File: config.mk
export PLATFORM = sky130hd
export DESIGN_NAME = vga_sync_flat
export DESIGN_NICKNAME = d
export VERILOG_FILES = /design/src/rtl/vga_sync_if.sv /design/src/rtl/vga_sync.sv /design/src/flat_wrapper.sv
export SDC_FILE = /design/constraint.sdc
export NUM_CORES = 1
export LEC_CHECK = 0
export BUFFER_PORTS_ARGS = -buffer_cell sky130_fd_sc_hd__buf_2
export CORE_UTILIZATION = 35
export CTS_BUF_LIST = sky130_fd_sc_hd__clkbuf_16
export CTS_CLUSTER_DIAMETER = 150
export CTS_CLUSTER_SIZE = 16
export DETAILED_ROUTE_END_ITERATION = 10
export GPL_TIMING_DRIVEN = 0
export PLACE_DENSITY = 0.6
export SLEW_MARGIN = 20
export SYNTH_ARGS = -nofsm -noshare
export SYNTH_HDL_FRONTEND = slang
export SYNTH_SLANG_ARGS = --single-unit
File: constraint.sdc
create_clock -name clk -period 6.2 [get_ports clk]
set_clock_uncertainty 0.15 [all_clocks]
set_input_delay 0.62 -clock clk [delete_from_list [all_inputs] [get_ports clk]]
set_output_delay 0.62 -clock clk [all_outputs]
set_load 0.02 [all_outputs]
File: src/rtl/vga_sync_if.sv
// -----------------------------------------------------------------------------
// vga_sync_if
//   Raster-timing bundle from the VGA sync generator to the renderers, the
//   final pixel mux and the VGA connector.
//
//   Signals:
//     p_tick       one-clk pulse on the last clk of each pixel slot
//     x            current column, 0..H_TOTAL-1
//     y            current line,   0..V_TOTAL-1
//     hsync        horizontal sync, active low
//     vsync        vertical sync, active low
//     video_on     high inside the visible window
//     frame_start  one-clk pulse; the next pixel is (0,0)
//
//   Modports:
//     master  the timing generator (drives everything)
//     slave   renderers / pixel mux / connector (observe everything)
// -----------------------------------------------------------------------------
interface vga_sync_if;
  logic       p_tick;
  logic [9:0] x;
  logic [9:0] y;
  logic       hsync;
  logic       vsync;
  logic       video_on;
  logic       frame_start;

  modport master (
    output p_tick,
    output x,
    output y,
    output hsync,
    output vsync,
    output video_on,
    output frame_start
  );

  modport slave (
    input p_tick,
    input x,
    input y,
    input hsync,
    input vsync,
    input video_on,
    input frame_start
  );
endinterface : vga_sync_if

File: src/rtl/vga_sync.sv
// -----------------------------------------------------------------------------
// vga_sync
//   Raster timing generator for the pong display pipeline. Divides clk down
//   to the pixel rate, walks the x/y raster and produces registered
//   hsync/vsync/video_on that always line up with the x/y on the ports.
//   Default timing is 640x480@60 Hz from a 100 MHz clk.
//
//   Ports:
//     clk     in   system clock, the only clock in the block
//     reset   in   synchronous, active-high reset
//     o_vga   vga_sync_if.master: p_tick, x, y, hsync, vsync, video_on,
//             frame_start
//
//   Parameters:
//     CLK_DIV                               clk cycles per pixel (>=1)
//     H_DISPLAY/H_FRONT/H_SYNC/H_BACK       horizontal timing, in pixels
//     V_DISPLAY/V_FRONT/V_SYNC/V_BACK       vertical timing, in lines
//   H_TOTAL and V_TOTAL must not exceed 1024 (10-bit unsigned counters).
// -----------------------------------------------------------------------------
module vga_sync #(
  parameter int CLK_DIV   = 4,
  parameter int H_DISPLAY = 640,
  parameter int H_FRONT   = 16,
  parameter int H_SYNC    = 96,
  parameter int H_BACK    = 48,
  parameter int V_DISPLAY = 480,
  parameter int V_FRONT   = 10,
  parameter int V_SYNC    = 2,
  parameter int V_BACK    = 33
) (
  input  logic       clk,
  input  logic       reset,
  vga_sync_if.master o_vga
);

  localparam int H_TOTAL = H_DISPLAY + H_FRONT + H_SYNC + H_BACK;
  localparam int V_TOTAL = V_DISPLAY + V_FRONT + V_SYNC + V_BACK;

  // A one-bit divider is kept for CLK_DIV=1 so the width never collapses to 0.
  localparam int DIV_W = (CLK_DIV > 1) ? $clog2(CLK_DIV) : 1;

  localparam logic [DIV_W-1:0] DIV_LAST = DIV_W'(CLK_DIV - 1);
  localparam logic [DIV_W-1:0] DIV_ZERO = {DIV_W{1'b0}};
  localparam logic [DIV_W-1:0] DIV_ONE  = DIV_W'(1);

  localparam logic [9:0] X_LAST   = 10'(H_TOTAL - 1);
  localparam logic [9:0] Y_LAST   = 10'(V_TOTAL - 1);
  localparam logic [9:0] X_VIS    = 10'(H_DISPLAY);
  localparam logic [9:0] Y_VIS    = 10'(V_DISPLAY);
  localparam logic [9:0] HS_START = 10'(H_DISPLAY + H_FRONT);
  localparam logic [9:0] HS_END   = 10'(H_DISPLAY + H_FRONT + H_SYNC - 1);
  localparam logic [9:0] VS_START = 10'(V_DISPLAY + V_FRONT);
  localparam logic [9:0] VS_END   = 10'(V_DISPLAY + V_FRONT + V_SYNC - 1);

  // ---------------------------------------------------------------------------
  // Raster decode helpers (all compares unsigned at 10 bits)
  // ---------------------------------------------------------------------------

  // hsync level (active low) for a given column
  function automatic logic f_hsync_level(input logic [9:0] i_x);
    return !((i_x >= HS_START) && (i_x <= HS_END));
  endfunction

  // vsync level (active low) for a given line
  function automatic logic f_vsync_level(input logic [9:0] i_y);
    return !((i_y >= VS_START) && (i_y <= VS_END));
  endfunction

  // visible-window flag for a given pixel position
  function automatic logic f_video_on(input logic [9:0] i_x,
                                      input logic [9:0] i_y);
    return (i_x < X_VIS) && (i_y < Y_VIS);
  endfunction

  // ---------------------------------------------------------------------------
  // State and next-state signals
  // ---------------------------------------------------------------------------
  logic [DIV_W-1:0] r_div;
  logic [9:0]       r_x;
  logic [9:0]       r_y;
  logic             r_hsync;
  logic             r_vsync;
  logic             r_video_on;

  logic [DIV_W-1:0] w_div_nxt;
  logic [9:0]       w_x_nxt;
  logic [9:0]       w_y_nxt;
  logic             w_p_tick;
  logic             w_line_end;
  logic             w_frame_end;
  logic             w_frame_start;

  // p_tick is masked while reset is asserted: with CLK_DIV=1 the divider sits
  // permanently on its last value, and a reset landing on the frame wrap must
  // not leak a frame_start pulse.
  assign w_p_tick      = !reset && (r_div == DIV_LAST);
  assign w_line_end    = (r_x == X_LAST);
  assign w_frame_end   = (r_y == Y_LAST);
  assign w_frame_start = w_p_tick && w_line_end && w_frame_end;

  // Pixel-rate divider next state: 0..CLK_DIV-1 then wrap
  always_comb begin
    w_div_nxt = r_div;
    if (r_div == DIV_LAST) begin
      w_div_nxt = DIV_ZERO;
    end else begin
      w_div_nxt = r_div + DIV_ONE;
    end
  end

  // Raster counter next state: advance only on the last clk of a pixel slot
  always_comb begin
    w_x_nxt = r_x;
    w_y_nxt = r_y;
    if (w_p_tick) begin
      if (w_line_end) begin
        w_x_nxt = 10'd0;
        if (w_frame_end) begin
          w_y_nxt = 10'd0;
        end else begin
          w_y_nxt = r_y + 10'd1;
        end
      end else begin
        w_x_nxt = r_x + 10'd1;
      end
    end else begin
      w_x_nxt = r_x;
      w_y_nxt = r_y;
    end
  end

  // Counter and sync registers; syncs are decoded from the next-state x/y so
  // they change on the same edge as the counters they describe.
  always_ff @(posedge clk) begin
    if (reset) begin
      r_div      <= DIV_ZERO;
      r_x        <= 10'd0;
      r_y        <= 10'd0;
      r_hsync    <= 1'b1;
      r_vsync    <= 1'b1;
      r_video_on <= 1'b1;
    end else begin
      r_div      <= w_div_nxt;
      r_x        <= w_x_nxt;
      r_y        <= w_y_nxt;
      r_hsync    <= f_hsync_level(w_x_nxt);
      r_vsync    <= f_vsync_level(w_y_nxt);
      r_video_on <= f_video_on(w_x_nxt, w_y_nxt);
    end
  end

  // ---------------------------------------------------------------------------
  // Interface outputs
  // ---------------------------------------------------------------------------
  assign o_vga.p_tick      = w_p_tick;
  assign o_vga.x           = r_x;
  assign o_vga.y           = r_y;
  assign o_vga.hsync       = r_hsync;
  assign o_vga.vsync       = r_vsync;
  assign o_vga.video_on    = r_video_on;
  assign o_vga.frame_start = w_frame_start;

endmodule : vga_sync

File: src/flat_wrapper.sv
// flat-port wrapper written by rule: the top's interface ports become plain ports
module vga_sync_flat 
#(
  parameter int CLK_DIV   = 4,
  parameter int H_DISPLAY = 640,
  parameter int H_FRONT   = 16,
  parameter int H_SYNC    = 96,
  parameter int H_BACK    = 48,
  parameter int V_DISPLAY = 480,
  parameter int V_FRONT   = 10,
  parameter int V_SYNC    = 2,
  parameter int V_BACK    = 33
)
  (clk, reset, o_vga_p_tick, o_vga_x, o_vga_y, o_vga_hsync, o_vga_vsync, o_vga_video_on, o_vga_frame_start);
  vga_sync_if o_vga_i ();
  input  logic clk;
  input  logic reset;
  output wire logic [$bits(o_vga_i.p_tick)-1:0] o_vga_p_tick;
  output wire logic [$bits(o_vga_i.x)-1:0] o_vga_x;
  output wire logic [$bits(o_vga_i.y)-1:0] o_vga_y;
  output wire logic [$bits(o_vga_i.hsync)-1:0] o_vga_hsync;
  output wire logic [$bits(o_vga_i.vsync)-1:0] o_vga_vsync;
  output wire logic [$bits(o_vga_i.video_on)-1:0] o_vga_video_on;
  output wire logic [$bits(o_vga_i.frame_start)-1:0] o_vga_frame_start;
  assign o_vga_p_tick = o_vga_i.p_tick;
  assign o_vga_x = o_vga_i.x;
  assign o_vga_y = o_vga_i.y;
  assign o_vga_hsync = o_vga_i.hsync;
  assign o_vga_vsync = o_vga_i.vsync;
  assign o_vga_video_on = o_vga_i.video_on;
  assign o_vga_frame_start = o_vga_i.frame_start;
  vga_sync #(.CLK_DIV(CLK_DIV), .H_DISPLAY(H_DISPLAY), .H_FRONT(H_FRONT), .H_SYNC(H_SYNC), .H_BACK(H_BACK), .V_DISPLAY(V_DISPLAY), .V_FRONT(V_FRONT), .V_SYNC(V_SYNC), .V_BACK(V_BACK)) u_core (.clk(clk), .reset(reset), .o_vga(o_vga_i));
endmodule
==> metrics.md <==
| Metric | Value |
|---|---|
| Slew Limit Fails | 0 |
| Worst-Margin Slew | 0.860 ns |
| Run status | complete, no violations |
| # setup viols final | 0 |
| Io pins | 27 |
| Mean Syn Cell Area | 8.29 um2 |
| P&R area growth vs syn | 18.1% |
| Worst Hold Class | flip-flop to flip-flop |
| Clk sinks | 25 |
| CTS Buf Count | 3 |
| Vias per cell | around 5.5 |
| Routed via count | about 1500 |
| RSZ-0062 raised after global routing | no |
| Vias in the first global route | about 1300 |
| Core ar. | roughly 4100 um2 |
| # nets final | roughly 220 |
| H-tree levels | 1 |
| Number of buffers added for setup after CTS | 0 |
| Post-route core utilization | 44.2% |
| Largest net degree at the start of global routing | 14 |
| Commonest non-fill, non-tap cell in the layout | buf_2 |
| Hold-fix buffers at CTS | 0 |
| Synth top area cells | dfxtp_1 32%, nor2_1 4.9%, xnor2_1 4.0% |
| Peak VDD IR | 88.2 uV |
| Sequential share of power | 50.4% |
| CP Launch Type | flip-flop |
| Cell chain of the critical path | ha_1 -> nand4bb_4 -> or4_4 -> buf_6 -> buf_4 -> nor2_1 -> buf_2 |
| Static Leak | 0.000676 uW |
| EDFF count, synth | 0 |
| Ys async rst share | 0% |
| Most used flip-flop cell after synthesis | dfxtp_1 |
| Max-cap viol count | 0 |
| Endpoints failing hold | 0 |
| Critical Path AT | 2.34 ns |
| Chip Width | just under 70 um |
| Global route overflow | 0 |
| Register area share after synthesis | between 30% and 40% |
| Syn Inst Count | 186 |
| First-pass DRT Iterations | 4 |
| Yosys top cell area share | roughly a third |
| Fmax | 321 MHz |
| Switching pwr | 72.0 uW |
| PortBufs | 26 |
| Antenna cells | 0 |
| Clock insertion delay at the later pin of the skew report | 0.26 ns |
| Antenna violations before repair | 0 |
| Switching Fraction | between 20 and 25% |
| Delay of the slowest cell on the worst path | between 0.5 and 0.6 ns |
| Tcrit/Tclk final | around 50% |
| Post-DR wirelength/cell | 14.3 um |
| Final WL | between 3000 and 4000 um |
| Crit Path Class | flip-flop to primary output |
| Synth unique cells | between 50 and 60 |
| First-pass GRT wire length | 6260 um |
| CP Capture Type | primary output |
| Ys Warns | 0 |
| Pwr Density | about 180 nW/um2 |
| Antenna Nets Post-Route | 0 |
| Flop and latch count out of synthesis | 25 |
| Gpl congestion | 0.814 |
| Syn nets | between 150 and 200 |
| Starting Density | approximately 37% |
| Share of cells above drive strength 1 | around a fifth |
| Synthesized area | ~1500 um2 |
| Final min period | just over 3 ns |
| CTS tree | yes |
| Crit-path slowest cell | or4_4 |
| Fill cells | 419 |
| Deepest clock path buffer count | 2 |
| Clock slew at reported path FFs | around 0.070 ns |
| Row cnt | 23 |
| GRT Util Overall | around 18% |
| Fin Setup TNS | 0 ns |
| WP data required | 5.43 ns |
| Logic pwr share | 5.1% |
| CP Max Fanout | 10 |
| Clock power frac | ~45% |
| Die Area | around 4700 um2 |
| Commonest non-fill, non-tap cells in the layout | 27 x buf_2, 25 x dfxtp_1, 20 x nor2_1, 14 x nand2_1, 12 x a21oi_1 |
| Max_slew headroom | between 40% and 50% |
| Post-route DRC | 0 |
| Initial DRC Count | about 130 |
| CTS root buf | clkbuf_16 |
| Internal | 256 uW |
| Post_cts resized | 0 |
| Synth area leader | dfxtp_1 |
| Die Y-Extent | slightly below 70 um |
| Hpwl dp | approximately 2700 um |
## sequential cells by signal, indices dropped and copies added, names as in the netlist
register	cells
u_core.o_vga.vsync	1
u_core.o_vga.x	10
u_core.o_vga.video_on	1
u_core.r_div	2
u_core.o_vga.y	10
u_core.o_vga.hsync	1
## Yosys cell counts, types with 2 or more instances
cell / n
buf_6: 2
or3_1: 2
and3_1: 6
a211oi_1: 4
a2111oi_0: 3
xnor2_1: 7
o21ai_0: 4
a21oi_1: 12
nand3b_1: 4
ha_1: 4
o211ai_1: 2
nand4_1: 8
a21o_1: 3
and4_1: 3
clkbuf_1: 7
a211o_1: 2
nand3_1: 7
nor3_1: 6
inv_1: 7
xor2_1: 4
nor2_1: 20
dfxtp_1: 25
nand2_1: 14
## power groups by stage
stage               Combinational (uW)  Sequential (uW)  Clock, uW
floorplan                         10.5              170          0
CTS                               16.5              165        149
detailed placement                16.4              169          0
global placement                  16.5              169          0
global route                      18.7              165        159
finish                            16.8              165        146
## worst paths after layout
path | end | from | cells after the start | slack (ns)
setup / recovery | o_vga_frame_start | u_core.o_vga.x[0] | 7 | 3.09
hold / removal | u_core.r_div[0] | u_core.r_div[0] | 1 | 0.28
setup reg to reg | u_core.o_vga.vsync | u_core.o_vga.x[0] | 7 | 3.53
hold reg to reg | u_core.r_div[0] | u_core.r_div[0] | 1 | 0.28
## per-layer routing
metal | part of all wire, % | routed length, um | track usage, %
met1 | 54 | 2070 | 28.2
met4 | 1.5 | 58 | 6.25
met2 | 42 | 1600 | 24.9
met5 | 0 | 0 | 0
met3 | 2.4 | 92 | 2.50
## cell type report
cell class,count,area (um2),share of cell area [%]
buffer,11,61.3,3.37
timing repair buffer,26,130,7.15
clock inverter,1,3.75,0.206
clock buffer,3,75.1,4.12
tap,50,62.6,3.44
sequential,25,500,27.5
inverter,7,26.3,1.44
multi-input combinational,143,961,52.8
## worst max-delay path: cells and delay by family, from the launching register on
family | cells | cell delay (ns)
and+or+nand+nor | 3 | 0.79
DFF | 1 | 0.41
adders and majority gates | 1 | 0.38
buffers and inverters | 3 | 0.51
## metrics by stage
step | std cells | power [uW] | setup WS [ns] | instance area (um2) | hold slack (ns)
3_3_place_gp | 262 | 185 | 3.39 | 1730 | 0.263
6_report | 266 | 328 | 3.09 | 1820 | 0.275
3_5_place_dp | 262 | 185 | 3.41 | 1730 | 0.267
5_1_grt | 266 | 343 | 2.94 | 1820 | 0.316
2_1_floorplan | 186 | 180 | 3.38 | 1540 | 0.248
4_1_cts | 266 | 330 | 3.10 | 1810 | 0.279
## kinds of logic after synthesis
group / Yosys count / share of synthesized area [%]
buffers and inverters: 18 / 5.68
and+or+nand+nor: 84 / 31.7
adders and majority gates: 4 / 3.25
DFF: 25 / 32.5
AOI/OAI and AO/OA: 44 / 20.6
xor gates and xnor gates: 11 / 6.25
Power figures use the tool's default switching activity.
